$ cat src/rtl/fila_arbiter.sv
// Round-robin arbiter sharing one fila queue between N_REQ enqueue ports and one dequeue consumer.
// Optional FILA_ARB_STATS_EN adds enq_count/deq_count operation counters.
//
// state       | meaning
// IDLE        | search slots from rr_ptr, grant first eligible
// ENQ_ISSUE   | q_enqueue high, fila samples the request
// ENQ_WAIT    | fila writes q_data, enq_ack pulses
// DEQ_ISSUE   | q_dequeue high, fila samples the request
// DEQ_WAIT    | fila pops into its data_out register
// DEQ_CAPTURE | latch q_data_out into deq_data, raise deq_valid
module fila_arbiter #(
    parameter int N_REQ = 2,
    parameter int WIDTH = 8,
    parameter int DEPTH = 8
) (
    input  logic                     clock_10KHz,
    input  logic                     reset,
    input  logic [N_REQ-1:0]         enq_req,
    input  logic [N_REQ*WIDTH-1:0]   enq_data,
    output logic [N_REQ-1:0]         enq_ack,
    input  logic                     deq_req,
    output logic                     deq_valid,
    output logic [WIDTH-1:0]         deq_data,
    output logic                     q_enqueue,
    output logic                     q_dequeue,
    output logic [WIDTH-1:0]         q_data,
    input  logic [7:0]               q_len,
    input  logic [WIDTH-1:0]         q_data_out
`ifdef FILA_ARB_STATS_EN
    ,
    output logic [15:0]              enq_count,
    output logic [15:0]              deq_count
`endif
);

    localparam int NS = N_REQ + 1;
    localparam int PW = (NS > 1) ? $clog2(NS) : 1;

    typedef enum logic [2:0] {
        IDLE        = 3'd0,
        ENQ_ISSUE   = 3'd1,
        ENQ_WAIT    = 3'd2,
        DEQ_ISSUE   = 3'd3,
        DEQ_WAIT    = 3'd4,
        DEQ_CAPTURE = 3'd5
    } state_t;

    state_t             state_q, state_d;
    logic [PW-1:0]      rr_q, rr_d;
    logic [PW-1:0]      gnt_q, gnt_d;
    logic [N_REQ-1:0]   enq_ack_q, enq_ack_d;
    logic               deq_valid_q, deq_valid_d;
    logic [WIDTH-1:0]   deq_data_q, deq_data_d;
    logic               q_enqueue_q, q_enqueue_d;
    logic               q_dequeue_q, q_dequeue_d;
    logic [WIDTH-1:0]   q_data_q, q_data_d;

    logic [NS-1:0]      elig;
    logic               found;
    logic [PW-1:0]      win;
    logic [PW-1:0]      idx;

    // Slot N_REQ is the dequeue port; enqueue slots are masked while fila is full.
    always_comb begin
        elig = '0;
        for (int i = 0; i < N_REQ; i++) begin
            elig[i] = enq_req[i] && (q_len < 8'(DEPTH));
        end
        elig[N_REQ] = deq_req && (q_len != 8'd0);
    end

    always_comb begin
        found = 1'b0;
        win   = '0;
        idx   = '0;
        for (int k = 0; k < NS; k++) begin
            idx = PW'((int'(rr_q) + k) % NS);
            if (!found && elig[idx]) begin
                found = 1'b1;
                win   = idx;
            end
        end
    end

    always_comb begin
        state_d     = state_q;
        rr_d        = rr_q;
        gnt_d       = gnt_q;
        q_data_d    = q_data_q;
        deq_data_d  = deq_data_q;
        q_enqueue_d = 1'b0;
        q_dequeue_d = 1'b0;
        enq_ack_d   = '0;
        deq_valid_d = 1'b0;
        case (state_q)
            IDLE: begin
                if (found) begin
                    rr_d  = (win == PW'(N_REQ)) ? '0 : win + 1'b1;
                    gnt_d = win;
                    if (win == PW'(N_REQ)) begin
                        q_dequeue_d = 1'b1;
                        state_d     = DEQ_ISSUE;
                    end else begin
                        q_data_d    = enq_data[int'(win)*WIDTH +: WIDTH];
                        q_enqueue_d = 1'b1;
                        state_d     = ENQ_ISSUE;
                    end
                end
            end
            ENQ_ISSUE: begin
                for (int i = 0; i < N_REQ; i++) begin
                    if (gnt_q == PW'(i)) enq_ack_d[i] = 1'b1;
                end
                state_d = ENQ_WAIT;
            end
            ENQ_WAIT:  state_d = IDLE;
            DEQ_ISSUE: state_d = DEQ_WAIT;
            DEQ_WAIT:  state_d = DEQ_CAPTURE;
            DEQ_CAPTURE: begin
                deq_data_d  = q_data_out;
                deq_valid_d = 1'b1;
                state_d     = IDLE;
            end
            default: state_d = IDLE;
        endcase
    end

    always_ff @(posedge clock_10KHz) begin
        if (!reset) begin
            state_q     <= IDLE;
            rr_q        <= '0;
            gnt_q       <= '0;
            enq_ack_q   <= '0;
            deq_valid_q <= 1'b0;
            deq_data_q  <= '0;
            q_enqueue_q <= 1'b0;
            q_dequeue_q <= 1'b0;
            q_data_q    <= '0;
        end else begin
            state_q     <= state_d;
            rr_q        <= rr_d;
            gnt_q       <= gnt_d;
            enq_ack_q   <= enq_ack_d;
            deq_valid_q <= deq_valid_d;
            deq_data_q  <= deq_data_d;
            q_enqueue_q <= q_enqueue_d;
            q_dequeue_q <= q_dequeue_d;
            q_data_q    <= q_data_d;
        end
    end

    assign enq_ack   = enq_ack_q;
    assign deq_valid = deq_valid_q;
    assign deq_data  = deq_data_q;
    assign q_enqueue = q_enqueue_q;
    assign q_dequeue = q_dequeue_q;
    assign q_data    = q_data_q;

`ifdef FILA_ARB_STATS_EN
    logic [15:0] enq_count_q, enq_count_d;
    logic [15:0] deq_count_q, deq_count_d;

    // Counters follow the visible pulses, so they lag the pulse by one cycle.
    always_comb begin
        enq_count_d = enq_count_q;
        deq_count_d = deq_count_q;
        if (|enq_ack_q) enq_count_d = enq_count_q + 16'd1;
        if (deq_valid_q) deq_count_d = deq_count_q + 16'd1;
    end

    always_ff @(posedge clock_10KHz) begin
        if (!reset) begin
            enq_count_q <= '0;
            deq_count_q <= '0;
        end else begin
            enq_count_q <= enq_count_d;
            deq_count_q <= deq_count_d;
        end
    end

    assign enq_count = enq_count_q;
    assign deq_count = deq_count_q;
`endif

endmodule

$ cat config.mk
export PLATFORM = sky130hd
export DESIGN_NAME = fila_arbiter
export DESIGN_NICKNAME = d
export VERILOG_FILES = /design/src/rtl/fila_arbiter.sv
export SDC_FILE = /design/constraint.sdc
export NUM_CORES = 1
export LEC_CHECK = 0
export CORE_ASPECT_RATIO = 0.8
export CORE_UTILIZATION = 41
export DETAILED_ROUTE_END_ITERATION = 12
export HOLD_SLACK_MARGIN = 0.02
export PLACE_DENSITY = 0.75
export SLEW_MARGIN = 20
export SYNTH_ARGS = -nofsm -noshare
export SYNTH_HDL_FRONTEND = slang
export SYNTH_SLANG_ARGS = --single-unit
$ cat constraint.sdc
create_clock -name clock_10KHz -period 3.1 [get_ports clock_10KHz]
set_input_delay 0.465 -clock clock_10KHz [delete_from_list [all_inputs] [get_ports clock_10KHz]]
set_output_delay 0.465 -clock clock_10KHz [all_outputs]
set_load 0.005 [all_outputs]
==> results.sh, run 1 <==
export IMPL_status="finished, final reports clean"
export IMPL_regArea_um2=561
export IMPL_final_common_cell="clkdlybuf4s50_1"
export IMPL_drtAntennaViolNets=0
export IMPL_p_leak_nw=0.845
export IMPL_max_slew_margin_pct=62.1
export IMPL_routedWlPerCell_um=14.1
export IMPL_mappedNetlistArea_um2=1340
export IMPL_hp_class="reg -> reg"
export IMPL_yosys_area_top_type_share_pct=41.8
export IMPL_io_buffers=57
export IMPL_drt_pass1_iter_count=4
export IMPL_num_io_pins=58
export IMPL_grt_usage_pct=20.3
export IMPL_use_met2_pct=33.5
export IMPL_synth_edff_count=0
export IMPL_antenna_found_initial=0
export IMPL_end_kind="register"
export IMPL_criticalPathCategory="reg -> reg"
export IMPL_fin_util_pct=64.2
export IMPL_h_tree_depth=1
export IMPL_ys_flop_type="dfxtp_1"
export IMPL_cts_tree="done"
export IMPL_ys_top_cells_by_area="dfxtp_1 42%, a221o_1 6.0%, mux2i_1 6.0%, nor2_1 4.5%, a21oi_1 4.1%"
export IMPL_final_setup_viol_count=0
export IMPL_synth_async_reset_ratio_pct=0
export IMPL_final_fill_count=253
export IMPL_synth_top_area_cell="dfxtp_1"
export IMPL_tightest_slew_ns=0.566
export IMPL_die_h_um=53.1
export IMPL_multi_input_area_um2=739
export IMPL_syn_nets=182
export IMPL_yosysWarnings=0
export IMPL_crit_path_start="rr_q[0]"
export IMPL_path_clk_slew_ns=0.09
export IMPL_gp_congestion=0.896
export IMPL_die_area_um2=3500
export IMPL_cts_sinks=28
export IMPL_grt_pass1_wl_um=5380
export IMPL_final_cells=239
export IMPL_dpl_worst_slack_ns=0.393
export IMPL_met1_usage_pct=26.6
export IMPL_drc=0
export IMPL_finalNetCount=239
export IMPL_worst_ep_arrival_time_ns=2.74
export IMPL_final_layout_size_suffix_gt1_share_pct=7.04
export IMPL_die_x_um=65.9
export IMPL_cts_made_buffers=3
export IMPL_cts_root_buf="clkbuf_8"
export IMPL_syn2layout_area_growth_pct=48.8
export IMPL_grt_pass1_vias=1219
export IMPL_antenna_cells=0
export IMPL_slew_violations=0
export IMPL_finClkSkew_ns=0.00300
export IMPL_start_util_pct=43.1
export IMPL_max_freq_mhz=389
export IMPL_core_area_um2=3110
export IMPL_wirelength_um=3370
export IMPL_hold_start="gnt_q[0]"
export IMPL_synth_seq_area_share_pct=41.8
export IMPL_total_power_mw=1.16
export IMPL_required_ns=3.26
export IMPL_cts_hold_buf=0
export IMPL_cts_buffer_depth=2
export IMPL_power_density_nw_per_um2=583
export IMPL_netlist_instances=143
export IMPL_finalCritPeriodShare_pct=83.0
export IMPL_tns_ns=0
export IMPL_num_vias=1297
export IMPL_crit_path_end="q_data[7]"
export IMPL_startpoint_type="register"
export IMPL_vias_per_cell=5.43
export IMPL_gr_total_overflow=0
export IMPL_rsz0062_at_grt="false"
export IMPL_fin_crit_ns=2.57
export IMPL_drt_iter0_markers=43
export IMPL_hold_viol=0
export IMPL_ys_ff_latch=28
export IMPL_clk_latency_ns=0.27
export IMPL_dp_hpwl_um=2620
export IMPL_rrSetupSlack_ns=0.53
export IMPL_r2r_cells=8
export IMPL_r2r_start="rr_q[0]"
export IMPL_globalRouteMet3Util_pct=4.74
export IMPL_path_max_fanout=12
export IMPL_avgSynthCellArea_um2=9.37
export IMPL_grt_busiest_layer="met2"
export IMPL_irDropWorstVdd_uv=295
export IMPL_placementRows=18
export IMPL_grt_max_degree=16
export IMPL_netlist_cell_type_count=40
export IMPL_cts_setup_buffers=0
export IMPL_ctsResizeCount=0
export IMPL_dp_cells=235
export IMPL_final_cell_mix="57 x clkdlybuf4s50_1, 28 x dfxtp_1, 16 x nor2_1"
export IMPL_fin_ws_ns=0.528
export IMPL_r2r_end="q_data[7]"
export IMPL_cap_violations=0
==> metal layers <==
metal	share of wire, %	up-vias	wire length (µm)
met5	0	-	0
li1	-	638	-
met3	4.7	4	160
met2	46	41	1560
met4	0.80	0	27
met1	48	614	1630
==> worst max-delay path, stage by stage (launching register included) <==
cell and delay (ns):
dfxtp_1 0.35, inv_1 0.06, ha_1 0.49, a21bo_2 0.19
a22o_1 0.24, nand2_1 0.15, o21ai_2 0.42, nor3b_2 0.17
a221o_1 0.38
==> cell families (layout without fill, tap and decap cells) <==
kind of cell	after synthesis	count (layout)	share of synthesized area (%)
compound gates	38	38	22.2
fa+ha+maj	2	2	1.87
buf+inv	10	66	2.99
flops	28	28	41.8
mux	8	8	5.98
simple gates	57	57	25.1
==> synthesized netlist by cell type, types with 2 or more instances <==
cell type / number
o211a_1: 2
nand2b_1: 4
a21o_1: 2
and3_1: 8
nand3b_1: 2
nand2_1: 6
inv_1: 5
clkbuf_1: 3
nor2b_1: 3
nor2_1: 16
or3_1: 2
nand3_1: 3
nor3_1: 5
dfxtp_1: 28
o21ai_0: 2
ha_1: 2
a221o_1: 8
a21oi_1: 11
mux2i_1: 8
buf_2: 2
nor4_1: 2
==> metrics by stage <==
stage                     cell area (µm²)  hold WS (ns)
final                                1990         0.432
after global routing                 1990         0.450
after CTS                            1990         0.430
after detailed placement             1940         0.416
after global placement               1940         0.409
after floorplan                      1340         0.400
==> worst min-delay path by stage <==
stage | cells after the start | end
after detailed placement | 1 | enq_ack[0]
after global placement | 1 | enq_ack[0]
after floorplan | 1 | enq_ack[0]
final | 1 | enq_ack[0]
after CTS | 1 | enq_ack[0]
after global routing | 1 | enq_ack[0]
==> power breakdown <==
part / total, mW / switching (mW) / internal (mW)
Clock: 0.224 / 0.110 / 0.114
Sequential: 0.442 / 0.0344 / 0.408
Combinational: 0.496 / 0.282 / 0.214
==> registers in the layout, indices dropped and copies added, names as in the netlist <==
| register | count |
|---|---|
| deq_data | 8 |
| deq_valid | 1 |
| enq_ack | 2 |
| gnt_q | 2 |
| q_data | 8 |
| q_dequeue | 1 |
| q_enqueue | 1 |
| rr_q | 2 |
| state_q | 3 |
==> cell type report <==
cell class / instances / share of cell area [%]
Multi-Input combinational cell: 105 / 37.1
Tap cell: 40 / 2.51
Inverter: 5 / 0.941
Clock buffer: 4 / 2.76
Sequential cell: 28 / 28.1
Timing Repair Buffer: 57 / 28.6
No activity file was read; power rests on OpenSTA's default activity.
==> run 2, diff against run 1 <==
--- a/config.mk
+++ b/config.mk
@@ -6,10 +6,10 @@
 export NUM_CORES = 1
 export LEC_CHECK = 0
 export CORE_ASPECT_RATIO = 0.8
-export CORE_UTILIZATION = 41
+export CORE_UTILIZATION = 37
 export DETAILED_ROUTE_END_ITERATION = 12
 export HOLD_SLACK_MARGIN = 0.02
-export PLACE_DENSITY = 0.75
+export PLACE_DENSITY = 0.71
 export SLEW_MARGIN = 20
 export SYNTH_ARGS = -nofsm -noshare
 export SYNTH_HDL_FRONTEND = slang
==> constraint.sdc (replaced) <==
create_clock -name clock_10KHz -period 2.3 [get_ports clock_10KHz]
set_input_delay 0.345 -clock clock_10KHz [delete_from_list [all_inputs] [get_ports clock_10KHz]]
set_output_delay 0.345 -clock clock_10KHz [all_outputs]
set_load 0.005 [all_outputs]
==> run 2 against run 1 <==
  * Clock power increased by 32%
  * Combinational power increased by 86%
  * Core utilization increased by 0.29 points
  * Total power increased by 57%
  * Count of clock-buffer cells in the layout unchanged
  * Sequential power increased by 36%
  * Sequential cell count unchanged
  * Critical path depth increased by 1
  * First-iteration DRC count increased by 26%
  * Non-clock buffer count increased by 22
  * Largest cell class unchanged
  * Global-route usage decreased by 1.9 points
==> results.sh, run 2 (synthesis results as in run 1) <==
export IMPL_finalCritPeriodShare_pct=98.6
export IMPL_postLayoutCellArea_um2=2220
export IMPL_status="finished, final reports clean"
export IMPL_h_tree_depth=1
export IMPL_regArea_um2=563
export IMPL_slew_violations=0
export IMPL_die_area_um2=3870
export IMPL_wirelength_um=3630
export IMPL_grt_pass1_wl_um=5770
export IMPL_irDropWorstVdd_uv=441
export IMPL_power_density_nw_per_um2=820
export IMPL_fin_crit_ns=2.27
export IMPL_drt_iter0_markers=54
export IMPL_final_setup_viol_count=0
export IMPL_placed_area_um2=2050
export IMPL_gp_congestion=0.833
export IMPL_grt_usage_pct=18.4
export IMPL_cts_tree="done"
export IMPL_finClkSkew_ns=0.00129
export IMPL_criticalPathCategory="in -> reg"
export IMPL_drt_pass1_iter_count=4
export IMPL_io_buffers=57
export IMPL_crit_path_start="q_len[4]"
export IMPL_final_layout_size_suffix_gt1_share_pct=21.3
export IMPL_tns_ns=0
export IMPL_required_ns=2.46
export IMPL_grt_max_degree=16
export IMPL_cts_buffer_depth=2
export IMPL_antenna_cells=0
export IMPL_max_slew_margin_pct=63.8
export IMPL_gr_total_overflow=0
export IMPL_start_util_pct=38.9
export IMPL_antenna_found_initial=0
export IMPL_cap_violations=0
export IMPL_core_area_um2=3450
export IMPL_r2r_start="rr_q[0]"
export IMPL_final_fill_count=280
export IMPL_p_leak_nw=0.987
export IMPL_hold_start="gnt_q[0]"
export IMPL_final_cell_mix="55 x clkdlybuf4s50_1, 26 x dfxtp_1, 21 x buf_4"
export IMPL_clk_latency_ns=0.27
export IMPL_drtAntennaViolNets=0
export IMPL_dp_cells=251
export IMPL_hp_class="reg -> reg"
export IMPL_finalNetCount=261
export IMPL_multi_input_area_um2=788
export IMPL_tightest_slew_ns=0.541
export IMPL_grt_pass1_vias=1312
export IMPL_final_cells=263
export IMPL_cts_root_buf="clkbuf_8"
export IMPL_dp_hpwl_um=2660
export IMPL_cts_sinks=28
export IMPL_num_vias=1354
export IMPL_cts_made_buffers=3
export IMPL_path_max_fanout=6
export IMPL_die_h_um=55.8
export IMPL_final_common_cell="clkdlybuf4s50_1"
export IMPL_worst_ep_arrival_time_ns=2.43
export IMPL_routedWlPerCell_um=13.8
export IMPL_total_power_mw=1.82
export IMPL_end_kind="register"
export IMPL_num_io_pins=58
export IMPL_hold_viol=0
export IMPL_drc=0
export IMPL_placementRows=19
export IMPL_path_clk_slew_ns=0.09
export IMPL_syn2layout_area_growth_pct=65.8
export IMPL_cts_hold_buf=0
export IMPL_startpoint_type="input port"
export IMPL_die_x_um=69.3
export IMPL_vias_per_cell=5.15
export IMPL_max_freq_mhz=441
[run 2: changes by cell type in the layout (fill, tap and decap cells not counted), sizes merged]
cell,before,now
clkdlybuf4s50,57,55
buf,0,22
dlymetal6s2s,0,2
[run 2: report_power, final]
group | switching, mW | leakage, nW | total [mW] | internal (mW)
clock network | 0.142 | 0.0288 | 0.295 | 0.153
logic | 0.457 | 0.730 | 0.925 | 0.468
registers | 0.0488 | 0.228 | 0.602 | 0.553
[run 2: per-stage QoR]
step	setup slack, ns	hold WS (ns)	util [%]
after floorplan	0.117	0.400	-
after global placement	-0.221	0.412	59.4
after detailed placement	-0.344	0.423	59.4
after CTS	0.0105	0.439	61.8
after global routing	-0.0254	0.484	64.5
final	0.0323	0.439	64.5
[run 2: layout make-up]
cell class	count	share of cell area, %
timing repair buffer	79	33.5
sequential	28	25.3
multi-input combinational	105	35.5
inverter	5	0.845
clock buffer	4	2.48
tap	42	2.36
[run 2: what timing repair did]
item | 4_1_cts | 5_1_grt
pin swaps | 1 | 8
endpoints found under the setup margin | 8 | 12
resized for setup | 2 | 16
buffers inserted | 2 | 6
[run 2: worst max-delay path, cell delays in order]
cell             delay, ns
clkdlybuf4s50_1       0.40
or4_4                 0.52
nor2_8                0.18
buf_6                 0.14
o2111a_1              0.19
or2_4                 0.14
nor4_4                0.04
buf_4                 0.15
a221o_1               0.32
[run 2: per-layer routing]
metal | routed length (µm) | GRT usage, % | up-vias
li1 | - | - | 681
met1 | 1670 | 24.7 | 612
met2 | 1660 | 29.5 | 52
met3 | 221 | 4.35 | 9
met4 | 77 | 5.54 | 0
met5 | 0 | 0 | -
[run 2: worst paths after layout]
kind | to | cells past startpoint | slack, ns
worst max-delay path | q_data[7] | 9 | 0.03
worst min-delay path | enq_ack[0] | 1 | 0.44
worst max register to register | q_data[2] | 10 | 0.08
worst min register to register | enq_ack[0] | 1 | 0.44
